**src/rtl/seq_scan_pkg.sv**
```systemverilog
// seq_scan_pkg: shared state encoding, default pattern and width constants
package seq_scan_pkg;
  typedef enum logic [1:0] {IDLE, SHIFT, RESP} state_t;
  localparam int DEF_NCH = 4;
  localparam int DEF_W = 16;
  localparam int DEF_PLEN = 4;
  localparam logic [DEF_PLEN-1:0] DEF_PATTERN = 4'b1011;
  localparam int CW = $clog2(DEF_W + 1);
  localparam int PW = $clog2(DEF_W);
  localparam int IW = $clog2(DEF_NCH);
endpackage

```
**src/rtl/seq_match_core.sv**
```systemverilog
// seq_match_core: serial Mealy matcher, flags a match on the bit completing PATTERN
module seq_match_core
  import seq_scan_pkg::*;
#(
  parameter int PLEN = DEF_PLEN,
  parameter logic [PLEN-1:0] PATTERN = DEF_PATTERN
) (
  input  logic clk,
  input  logic reset,
  input  logic clr,
  input  logic bit_in,
  input  logic bit_en,
  output logic match
);
  localparam int HW = PLEN - 1;
  localparam int FW = $clog2(PLEN);
  logic [HW-1:0] hist_q, hist_d;
  logic [FW-1:0] fill_q, fill_d;
  // fill counter blocks matches until PLEN-1 real bits are in history
  always_comb begin
    hist_d = clr ? '0 : bit_en ? HW'({hist_q, bit_in}) : hist_q;
    fill_d = clr ? '0 : (bit_en && fill_q != FW'(HW)) ? fill_q + FW'(1) : fill_q;
    match = bit_en && fill_q == FW'(HW) && {hist_q, bit_in} == PATTERN;
  end
  always_ff @(posedge clk) begin
    if (reset) begin
      hist_q <= '0;
      fill_q <= '0;
    end else begin
      hist_q <= hist_d;
      fill_q <= fill_d;
    end
  end
endmodule

```
**src/rtl/seq_scan_sched.sv**
```systemverilog
// seq_scan_sched: round-robin scheduler serialising channel words into one
// pattern-match core and reporting count / first-match position per word
module seq_scan_sched
  import seq_scan_pkg::*;
#(
  parameter int NCH = DEF_NCH,
  parameter int W = DEF_W,
  parameter int PLEN = DEF_PLEN,
  parameter logic [PLEN-1:0] PATTERN = DEF_PATTERN,
  localparam int CNT_W = $clog2(W + 1),
  localparam int POS_W = $clog2(W),
  localparam int CH_W = $clog2(NCH)
) (
  input  logic             clk,
  input  logic             reset,
  input  logic [NCH-1:0]   req_valid,
  input  logic [NCH*W-1:0] req_data,
  output logic [NCH-1:0]   req_ready,
  output logic             rsp_valid,
  input  logic             rsp_ready,
  output logic [CH_W-1:0]  rsp_chan,
  output logic [CNT_W-1:0] rsp_count,
  output logic             rsp_hit,
  output logic [POS_W-1:0] rsp_first,
  output logic             busy
);
  state_t state_q, state_d;
  logic [CH_W-1:0] rr_q, rr_d, chan_q, chan_d, rsp_chan_q, rsp_chan_d, gnt;
  logic [W-1:0] word_q, word_d;
  logic [POS_W-1:0] k_q, k_d, first_q, first_d, rsp_first_q, rsp_first_d, first_nx;
  logic [CNT_W-1:0] cnt_q, cnt_d, rsp_count_q, rsp_count_d, cnt_nx;
  logic rsp_hit_q, rsp_hit_d, gnt_ok, take, match;
  // descending scan so the lowest offset from rr_q wins
  always_comb begin
    gnt = '0;
    gnt_ok = 1'b0;
    for (int i = NCH - 1; i >= 0; i--) begin
      if (req_valid[(int'(rr_q) + i) % NCH]) begin
        gnt = CH_W'((int'(rr_q) + i) % NCH);
        gnt_ok = 1'b1;
      end
    end
  end
  assign take = state_q == IDLE && gnt_ok && !reset;
  assign req_ready = take ? NCH'(1) << gnt : '0;
  assign rsp_valid = state_q == RESP;
  assign busy = state_q != IDLE;
  assign rsp_chan = rsp_chan_q;
  assign rsp_count = rsp_count_q;
  assign rsp_hit = rsp_hit_q;
  assign rsp_first = rsp_first_q;
  assign cnt_nx = cnt_q + CNT_W'(match);
  assign first_nx = (match && cnt_q == '0) ? k_q : first_q;
  seq_match_core #(.PLEN(PLEN), .PATTERN(PATTERN)) u_core (
    .clk(clk), .reset(reset), .clr(take), .bit_in(word_q[W-1]),
    .bit_en(state_q == SHIFT), .match(match)
  );
  always_comb begin
    state_d = state_q;
    rr_d = rr_q;
    chan_d = chan_q;
    word_d = word_q;
    k_d = k_q;
    cnt_d = cnt_q;
    first_d = first_q;
    rsp_chan_d = rsp_chan_q;
    rsp_count_d = rsp_count_q;
    rsp_hit_d = rsp_hit_q;
    rsp_first_d = rsp_first_q;
    case (state_q)
      IDLE: if (take) begin
        state_d = SHIFT;
        chan_d = gnt;
        word_d = req_data[int'(gnt)*W +: W];
        k_d = '0;
        cnt_d = '0;
        first_d = '0;
      end
      SHIFT: begin
        word_d = word_q << 1;
        k_d = k_q + POS_W'(1);
        cnt_d = cnt_nx;
        first_d = first_nx;
        if (k_q == POS_W'(W - 1)) begin
          state_d = RESP;
          rsp_chan_d = chan_q;
          rsp_count_d = cnt_nx;
          rsp_hit_d = cnt_nx != '0;
          rsp_first_d = first_nx;
        end
      end
      RESP: if (rsp_ready) begin
        state_d = IDLE;
        rr_d = chan_q == CH_W'(NCH - 1) ? '0 : chan_q + CH_W'(1);
      end
      default: state_d = IDLE;
    endcase
  end
  always_ff @(posedge clk) begin
    if (reset) begin
      state_q <= IDLE;
      rr_q <= '0;
      chan_q <= '0;
      word_q <= '0;
      k_q <= '0;
      cnt_q <= '0;
      first_q <= '0;
      rsp_chan_q <= '0;
      rsp_count_q <= '0;
      rsp_hit_q <= 1'b0;
      rsp_first_q <= '0;
    end else begin
      state_q <= state_d;
      rr_q <= rr_d;
      chan_q <= chan_d;
      word_q <= word_d;
      k_q <= k_d;
      cnt_q <= cnt_d;
      first_q <= first_d;
      rsp_chan_q <= rsp_chan_d;
      rsp_count_q <= rsp_count_d;
      rsp_hit_q <= rsp_hit_d;
      rsp_first_q <= rsp_first_d;
    end
  end
endmodule

```
**config.mk**
```make
export PLATFORM = sky130hd
export DESIGN_NAME = seq_scan_sched
export DESIGN_NICKNAME = d
export VERILOG_FILES = /design/src/rtl/seq_scan_pkg.sv /design/src/rtl/seq_match_core.sv /design/src/rtl/seq_scan_sched.sv
export SDC_FILE = /design/constraint.sdc
export NUM_CORES = 1
export LEC_CHECK = 0
export BUFFER_PORTS_ARGS = -buffer_cell sky130_fd_sc_hd__buf_4
export CORE_MARGIN = 1.5
export CORE_UTILIZATION = 40
export DETAILED_ROUTE_END_ITERATION = 10
export GPL_TIMING_DRIVEN = 0
export PLACE_DENSITY_LB_ADDON = 0.15
export SKIP_CTS_REPAIR_TIMING = 1
export SLEW_MARGIN = 20
export SYNTH_ARGS = -nofsm -noshare
export SYNTH_HDL_FRONTEND = slang
export SYNTH_SLANG_ARGS = --single-unit
```
**constraint.sdc**
```tcl
create_clock -name clk -period 3.75 [get_ports clk]
set_clock_uncertainty 0.2 [all_clocks]
set_input_delay 0.5625 -clock clk [delete_from_list [all_inputs] [get_ports clk]]
set_output_delay 0.5625 -clock clk [all_outputs]
set_load 0.01 [all_outputs]
```
==> Word-level counts from Yosys, hierarchy flattened <==
Index checks and enable logic that the tools add are counted.
{ "word_totals": {"regBits": 52, "latchBits": 0, "ramBits": 0, "romBits": 0, "input_bits": 71, "out_inout_bits": 18, "elab_cells": 93, "n_memories": 0} }
{ "classes": {"add_sub_neg": 7, "multipliers": 0, "div": 0, "order_cmp": 4, "eq_ne": 10, "shift": 2, "n_mux": 33, "n_bitwise": 3, "n_reduce_logical": 21} }
{ "ops": {"columns": ["op", "n"], "rows": [
  ["$shiftx 64x7->16", 1],
  ["$pmux 16 s2", 1],
  ["$mux 16", 1],
  ["$mux 2", 8],
  ["$pmux 4 s2", 2],
  ["$lt 3x4->1 const B", 3],
  ["$mux 4", 3],
  ["$mux 1", 11],
  ["$pmux 5 s2", 1],
  ["$bmux 1 s2", 4],
  ["$eq 4x4->1 const B", 2],
  ["$reduce_and 2->1", 4],
  ["$reduce_or 2->1", 4],
  ["$add 2x1->2 const B", 3],
  ["$eq 2x2->1 const B", 3],
  ["$logic_and 1x1->1", 6],
  ["$ne 2x2->1 const B", 3],
  ["$pmux 2 s3", 1],
  ["$add 5x1->5", 1],
  ["$logic_not 5->1", 1],
  ["$mux 5", 1],
  ["$reduce_bool 5->1", 1],
  ["$add 2x2->2 const B", 2],
  ["$add 4x1->4 const B", 1],
  ["other kinds (9)", 12]
]} }

==> Depth between registers and ports, before layout <==
Gate-level depths: netlist of the first run.
{ "depth": {"depth_word": 14, "ltp_mapped": 9, "depth_no_buf": 9} }

==> Modules after synthesis <==
A second synthesis of the first run with hierarchy kept.
{ "unflattened": {"cells_unflattened": 412, "area_unflattened_um2": 3178.0} }
{ "by_module_without_submodules": {"columns": ["module", "n_inst", "cells_per_inst", "area_per_inst_um2", "seq_area_each_um2"], "rows": [
  ["seq_scan_sched", 1, 392, 2964.1, 940.9],
  ["seq_match_core", 1, 20, 214.0, 100.1]
]} }

==> Worst setup path before layout of the first run <==
Ideal clock, no wire load.
{ "synth_path": {"path_type": "input to output", "start": "in req_valid[3]", "end": "out req_ready[2]", "arrival_time_ps": 1881, "required_time_ps": 2987, "path_slack_ps": 1107, "stages": 7, "n_path_buf": 3, "cell_sequence": "buf_2 > nor4_4 > or3_1 > buf_4 > nand2b_1 > clkbuf_1 > nor3_1"} }
{ "synth_via": {"elab_chain_len": 10, "word_cells_on_any_way": 23, "cone_classes": "shift: 1; mux: 20; reduce/logical: 2"} }
{ "synth_lines": {"columns": ["element", "line_no", "text"], "rows": [
  ["from (decl)", "seq_scan_sched.sv:16", "input logic [NCH-1:0] req_valid,"],
  ["$bmux 1 s2", "seq_scan_sched.sv:38", "if (req_valid[(int'(rr_q) + i) % NCH]) begin"],
  ["$mux 1 (implied by the code) (2 in a row)", "seq_scan_sched.sv:38", null],
  ["$mux 1 (4 in a row)", "seq_scan_sched.sv:38", null],
  ["$logic_and 1x1->1 (2 in a row)", "seq_scan_sched.sv:44", "assign take = state_q == IDLE && gnt_ok && !reset;"],
  ["$mux 4 *", "seq_scan_sched.sv:45", "assign req_ready = take ? NCH'(1) << gnt : '0;"],
  ["to (decl)", "seq_scan_sched.sv:18", "output logic [NCH-1:0] req_ready,"]
]} }
Mark *: on every way between the ends. The rest lies on a longest branch, timed or not. The select of a mux whose other input is x is not followed.

==> Worst setup path after layout of the first run <==
{ "layout_path": {"start": "reg rr_q[1]", "end": "out req_ready[1]"} }
{ "layout_via": {"elab_chain_len": 11, "word_cells_on_any_way": 26, "cone_classes": "add/sub: 3; shift: 1; mux: 20; reduce/logical: 2"} }
{ "layout_lines": {"columns": ["element", "line_no", "text"], "rows": [
  ["from (decl)", "seq_scan_sched.sv:28", "logic [CH_W-1:0] rr_q, rr_d, chan_q, chan_d, rsp_chan_q, rsp_chan_d, gnt;"],
  ["from (signal assigned)", "seq_scan_sched.sv:114", "rr_q <= rr_d;"],
  ["$add 2x2->2", "seq_scan_sched.sv:38, seq_scan_sched.sv:39", null],
  ["$bmux 1 s2", "seq_scan_sched.sv:38", null],
  ["$mux 1 (implied by the code) (2 in a row)", "seq_scan_sched.sv:38", null],
  ["$mux 1 (4 in a row)", "seq_scan_sched.sv:38", null],
  ["$logic_and 1x1->1 (2 in a row)", "seq_scan_sched.sv:44", null],
  ["$mux 4 *", "seq_scan_sched.sv:45", null]
]} }
Marks and branches as above.

==> flow_metrics.py, run 1 <==
metrics = {
    "worst_setup_path": {
        "cp.arrival_ns": 2.27,
        "path_max_fanout": 10,
        "critPathKind": "reg2out",
        "cp_data_required_time_ns": 2.99,
        "cp-start-kind": "register",
        "cp-end-kind": "output pin",
    },
    "floorplanning": {
        "die_area_sq_mm": 0.00830,
        "initial_core_util_pct": 42.2,
        "std_cell_rows": 31,
        "io_pins": 89,
        "core_sq_mm": 0.00737,
        "die_height_microns": 91.1,
        "die_x_microns": 91.1,
    },
    "synthesis": {
        "synth_top_family_by_area": "compound AO/OA/AOI/OAI gates",
        "yosysTopAreaCell": "dfxtp_1",
        "yosysSeqAreaShare_pct": 33.5,
        "synthArstFlopShare_pct": 0,
        "synth.avg_cell_area_sq_um": 7.97,
        "netlist_area_sq_mm": 0.00311,
        "synth_top_area_share_pct": 33.5,
        "syn_inst": 390,
        "yosysWarnings": 0,
        "synth-edff-count": 0,
        "synth_compound_area_share_pct": 29.3,
        "ys_ff_latch": 52,
        "ys.flop_type": "dfxtp_1",
        "synthTopCellsByArea": "dfxtp_1, a21oi_1, nand2_1, nor2_1, a21boi_0",
        "synth_cell_types": 50,
        "yosys.area_share.simple_pct": 22.9,
        "yosys.area_share.adder_pct": 2.01,
        "synth_nets": 466,
        "synth_xor_area_share_pct": 1.13,
        "synth.area.mux_share_pct": 6.16,
    },
    "placement": {
        "dpl.hpwl_mm": 6.87,
        "place.gp.congestion": 0.881,
        "port_buffers": 84,
        "place_inst": 573,
    },
    "clock_tree": {
        "root_buffer": "clkbuf_8",
        "clkSinkCount": 52,
        "htree_levels": 2,
        "cts_made_buffers": 5,
        "cts.clk_slew.worst_paths_ns": 0.11,
        "clkLatencyLatePin_ns": 0.32,
        "cts.path.max_buffers": 2,
        "cts_tree": "done",
    },
    "routing": {
        "wl_per_cell_microns": 15.7,
        "drcViolationCount": 0,
        "vias": 3223,
        "ant_nets": 0,
        "drtIter0Drc": 187,
        "routed_wl_mm": 9.10,
        "avgViaCountPerCell": 5.55,
        "first_pass_iters": 5,
    },
    "final_layout": {
        "drive_gt1_share_pct": 25.5,
        "area_growth_pct": 28.0,
        "final_cell_count_no_fill": 581,
        "num_antenna_cells": 0,
        "final_nets": 557,
        "final_util_pct": 54.0,
    },
    "global_routing": {
        "grt_pass1_wl_mm": 15.2,
        "gr-usage-all-layers_pct": 22.6,
        "gr-total-overflow": 0,
        "antenna_found_initial": 0,
        "grt_max_degree": 18,
        "first_global_vias": 3126,
    },
    "worst_hold_path": {
        "hold_path.class": "reg2reg",
    },
    "timing": {
        "maxSlewViolCount": 0,
        "slew_headroom_pct": 55.4,
        "rsz0062_at_grt": "false",
        "fin_tns_setup_ns": 0,
        "timing.fmax_mhz": 330,
        "worst_slew_pin_slew_ns": 0.665,
        "setup_viol": 0,
        "fin_crit_sh_pct": 80.8,
        "period_needed_ns": 3.03,
        "hold_violations": 0,
    },
    "pwr": {
        "power.leakage_nw": 1.52,
        "p_per_area_mw_per_mm2": 303,
        "irDropWorstVdd_mv": 0.156,
        "power_mw": 1.20,
    },
    "run": {
        "max_cap_violations": 0,
    },
    "outcome": {
        "outcome": "completed",
    },
}
==> flip-flops by register name, summed over array words and instances (netlist names) <==
signal and cells:
state_q 2, rsp_count 5, chan_q 2, rr_q 2
u_core.hist_q 3, word_q 16, rsp_chan 2, first_q 4
rsp_first 4, u_core.fill_q 2, rsp_hit 1, k_q 4
cnt_q 5
==> cell usage after synthesis, types with 4 or more instances <==
cell type  instances
a2111oi_0          6
a211oi_2           4
a21boi_0          16
a21oi_1           42
a221o_1           10
a22oi_1            4
a31oi_1           11
and2_1            11
buf_2              7
clkbuf_1          16
dfxtp_1           52
ha_1               5
inv_1              7
mux2_2             8
mux2i_1            9
nand2_1           54
nand3_1           11
nand4_1            9
nor2_1            33
nor2b_1            5
nor3_1             8
o211ai_1           5
o21ai_0            7
==> placed cells by master, fill, tap and decap left out, drive strengths merged, types with 3 or more instances in the layout <==
| cell | instances |
|---|---|
| o21ai | 9 |
| ha | 5 |
| dfxtp | 52 |
| a31oi | 11 |
| nor2b | 5 |
| o211ai | 5 |
| buf | 97 |
| a21oi | 42 |
| and2 | 11 |
| mux2 | 9 |
| a2111oi | 6 |
| mux2i | 9 |
| nand3 | 11 |
| nor3 | 8 |
| nand4 | 9 |
| o21bai | 3 |
| a21bo | 3 |
| a21boi | 16 |
| nand3b | 3 |
| a221o | 10 |
| nand2 | 54 |
| a211oi | 6 |
| o31ai | 3 |
| o2111ai | 3 |
| nor2 | 33 |
| inv | 8 |
| clkbuf | 21 |
| a22oi | 4 |
==> power breakdown <==
group	switching, mW	internal (mW)
logic	0.111	0.105
registers	0.0134	0.569
clock network	0.204	0.201
==> stage by stage <==
stage                     setup WS [ns]  hold WS (ns)  cell area [sq um]
after floorplan                    1.11         0.237               3110
after global placement            0.846         0.244               3860
after detailed placement          0.864         0.247               3860
after CTS                         0.731         0.262               3980
after global routing              0.514         0.286               3980
final                             0.721         0.263               3980
==> layout make-up <==
type | count | area (sq um)
multi-input cells | 302 | 1910
clock buffers | 5 | 68.8
fillers | 746 | 3390
flip-flops and latches | 52 | 1040
plain buffers | 29 | 129
inverters | 7 | 26.3
repair buffers | 84 | 631
clock inverters | 3 | 46.3
well taps | 99 | 124
==> cells by family (layout without fill, tap and decap cells) <==
group | Yosys count | in the layout
AND/OR/NAND/NOR | 145 | 145
adder cells (fa/ha/maj) | 5 | 5
flip-flops | 52 | 52
buffers and inverters | 36 | 128
XOR/XNOR | 4 | 4
multiplexers | 18 | 18
AO/OA/AOI/OAI | 130 | 130
==> worst max-delay path: stages (launching register included) <==
cell and delay [ns]:
dfxtp_1 0.40, clkbuf_1 0.34, nor2b_1 0.20, nor2_1 0.52, nand2_1 0.23, nor2_1 0.13
buf_4 0.13
==> per-layer routing <==
metal | part of all wire (%) | global-route usage, %
met5 | 0 | 0
met4 | 1.6 | 6.12
met3 | 5.3 | 3.02
met2 | 43 | 34.6
met1 | 50 | 33.0
==> final timing paths <==
| kind | cells past startpoint | slack (ns) | from | end |
|---|---|---|---|---|
| max reg2reg | 6 | 1.39 | rr_q[1] | word_q[15] |
| min reg2reg | 2 | 0.26 | rsp_count[2] | rsp_count[2] |
| max | 6 | 0.72 | rr_q[1] | req_ready[1] |
| min | 2 | 0.26 | rsp_count[2] | rsp_count[2] |
No activity file was read; power rests on OpenSTA's default activity.
==> inputs of run 2 (changes only) <==
- ABC_AREA: default -> 1
- clock period: 3.75 -> 2.7 ns (I/O delays scaled with it)
==> run 2 against run 1 <==
Net effect: sequential power increased by 40%; register-to-register slack got worse by 1.0 ns; largest cell class unchanged; clock-buffer cell count rose by 1; largest power group unchanged; first-iteration DRC count decreased by 37%; synthesized area increased by 1.6%; flip-flop and latch count stayed put; core utilization is 1.1 points lower.
==> flow_metrics.py, run 2 <==
metrics = {
    "final_layout": {
        "drive_gt1_share_pct": 22.6,
        "num_antenna_cells": 0,
        "regMostFlops": "word_q",
        "final_nets": 681,
        "area_growth_pct": 28.8,
        "final_cell_mix": "nand2_1, buf_4, nor2_1",
        "largest_reg_flops": 16,
        "mostFrequentLayoutCell": "nand2_1",
        "final_util_pct": 52.9,
    },
    "routing": {
        "avgViaCountPerCell": 4.88,
        "ant_nets": 0,
        "first_pass_iters": 5,
        "drtIter0Drc": 117,
        "routed_wl_mm": 8.87,
        "wl_per_cell_microns": 12.5,
        "drcViolationCount": 0,
        "vias": 3453,
    },
    "synthesis": {
        "synth-edff-count": 0,
        "synth.most_common_cell": "nand2_1",
        "synthArstFlopShare_pct": 0,
        "ys.flop_type": "dfxtp_1",
        "yosysTopAreaCell": "dfxtp_1",
        "yosysSeqAreaShare_pct": 33.0,
        "netlist_top_cells_count": "nand2_1, nor2_1, nand3_1",
        "synthTopCellsByArea": "dfxtp_1, nand2_1, nor2_1, nand3_1, a21oi_1",
        "netlist_area_sq_mm": 0.00316,
        "synth_nets": 587,
        "syn_inst": 511,
        "yosysWarnings": 0,
        "synth.avg_cell_area_sq_um": 6.18,
        "ys_ff_latch": 52,
        "synth_top_area_share_pct": 33.0,
        "synth_cell_types": 33,
    },
    "clock_tree": {
        "cts_tree": "done",
        "cts_made_buffers": 5,
        "htree_levels": 2,
        "cts.path.max_buffers": 2,
        "clkLatencyLatePin_ns": 0.30,
        "root_buffer": "clkbuf_8",
        "clkSinkCount": 52,
        "cts.clk_slew.worst_paths_ns": 0.09,
    },
    "timing": {
        "rsz0062_at_grt": "true",
        "fin_crit_sh_pct": 96.3,
        "worst_slew_pin_slew_ns": 0.582,
        "slew_headroom_pct": 61.2,
        "hold_violations": 0,
        "timing.fmax_mhz": 385,
        "maxSlewViolCount": 0,
        "period_needed_ns": 2.60,
        "setup_viol": 0,
    },
    "pwr": {
        "pwr-share-clk_pct": 31.4,
        "p_per_area_mw_per_mm2": 439,
        "irDropWorstVdd_mv": 0.382,
        "power_mw": 1.79,
        "p_sw_uw": 508,
        "power.share.sequential_pct": 45.9,
        "power.leakage_nw": 1.99,
        "power.internal_mw": 1.28,
        "p_sw_share_pct": 28.4,
        "comb_power_share_pct": 22.7,
    },
    "placement": {
        "place.gp.congestion": 0.899,
        "dpl.hpwl_mm": 6.96,
        "port_buffers": 87,
    },
    "worst_setup_path": {
        "cp_data_required_time_ns": 2.10,
        "ff2ff_setup_slack_ns": 0.35,
        "critPathKind": "reg2out",
        "cp_top_family": "simple AND/OR/NAND/NOR gates",
        "cp-end-kind": "output pin",
        "path_max_fanout": 10,
        "crit_chain": "buf_6, inv_6, nand2_1, nand2_1, nand2_2, nand3_2, nand2_2, nand2_4, nand3_1, nor2_1, buf_4",
        "cp.arrival_ns": 1.99,
        "cp-start-kind": "register",
        "worst_path_max_delay_cell": "dfxtp_1",
        "rr_startpoint": "state_q[0]",
        "critPathMaxStageDelay_ns": 0.31,
        "critPathBufInv": 3,
        "cp-startpoint": "rr_q[0]",
    },
    "floorplanning": {
        "initial_core_util_pct": 41.0,
        "core_sq_mm": 0.00769,
        "die_x_microns": 91.8,
        "std_cell_rows": 32,
        "die_area_sq_mm": 0.00843,
        "die_height_microns": 91.8,
        "io_pins": 89,
    },
    "worst_hold_path": {
        "hold_path.class": "in2reg",
        "hold_start": "rsp_ready",
    },
    "run": {
        "max_cap_violations": 0,
    },
    "outcome": {
        "outcome": "completed",
    },
    "global_routing": {
        "gr-total-overflow": 0,
        "gr-usage-all-layers_pct": 21.1,
        "grt_pass1_wl_mm": 14.6,
        "first_global_vias": 3136,
        "grt_max_degree": 17,
        "antenna_found_initial": 0,
    },
}
## run 2: changes by cell type in the layout (fill, tap and decap cells not counted), sizes merged, moves of 7 or more
cell / change
a221o: -10
nand3: +46
o21ai: +11
inv: +28
a31oi: -10
nand2: +128
mux2: -9
mux2i: -9
and2: -11
nor2: +48
buf: +7
a21boi: -16
## run 2: worst paths after layout
kind	endpoint	depth (start not counted)
setup / recovery	req_ready[0]	11
hold / removal	state_q[1]	4
setup reg to reg	cnt_q[4]	10
hold reg to reg	word_q[10]	2
## run 2: worst reg2reg max path, cell delays in order, from the launching register on
cell and delay (ns):
dfxtp_1 0.34, inv_1 0.09, nor2_4 0.19, nand2_1 0.12, nor4b_2 0.34, ha_1 0.24
ha_1 0.18, nand3_1 0.10, xor2_1 0.26, nand2_1 0.08, a21oi_1 0.15
## run 2: cells by family after synthesis
logic type | Yosys count | share of synthesized area (%)
and+or+nand+nor | 329 | 45.0
buffers and inverters | 62 | 9.08
AOI/OAI and AO/OA | 59 | 9.83
DFF | 52 | 33.0
adders and majority gates | 5 | 1.98
xor gates and xnor gates | 4 | 1.11
## run 2: layout make-up
type | instances | area, sq um
clock buffer | 6 | 82.6
inverter | 36 | 140
buffer | 24 | 131
timing repair buffer | 89 | 668
sequential | 52 | 1040
clock inverter | 2 | 38.8
multi-input combinational | 397 | 1840
fill | 810 | 3620
tap | 102 | 128
## run 2: layer usage
metal | part of all wire (%) | GRT usage, % | vias to the layer above
met4 | 0.64 | 5.26 | 0
met5 | 0 | 0 | -
met2 | 47 | 37.1 | 96
li1 | - | - | 1812
met1 | 47 | 26.8 | 1540
met3 | 5.9 | 3.23 | 5
## run 2: power groups by stage
stage	Clock [mW]	Sequential, mW	Combinational, mW
6_report	0.561	0.819	0.406
3_5_place_dp	0	0.836	0.410
5_1_grt	0.594	0.824	0.457
4_1_cts	0.572	0.819	0.412
3_3_place_gp	0	0.835	0.404
2_1_floorplan	0	0.832	0.253
## run 2: through the flow
step / TNS (ns) / area (sq um) / setup WS (ns) / std cells / hold WS, ns
after global placement: 0 / 3940 / 0.321 / 700 / 0.252
after CTS: 0 / 4060 / 0.00230 / 708 / 0.179
after detailed placement: 0 / 3940 / 0.300 / 700 / 0.256
final: 0 / 4070 / 0.101 / 708 / 0.185
after floorplan: 0 / 3160 / 0.581 / 511 / 0.240
after global routing: -0.0203 / 4070 / -0.0203 / 708 / 0.215
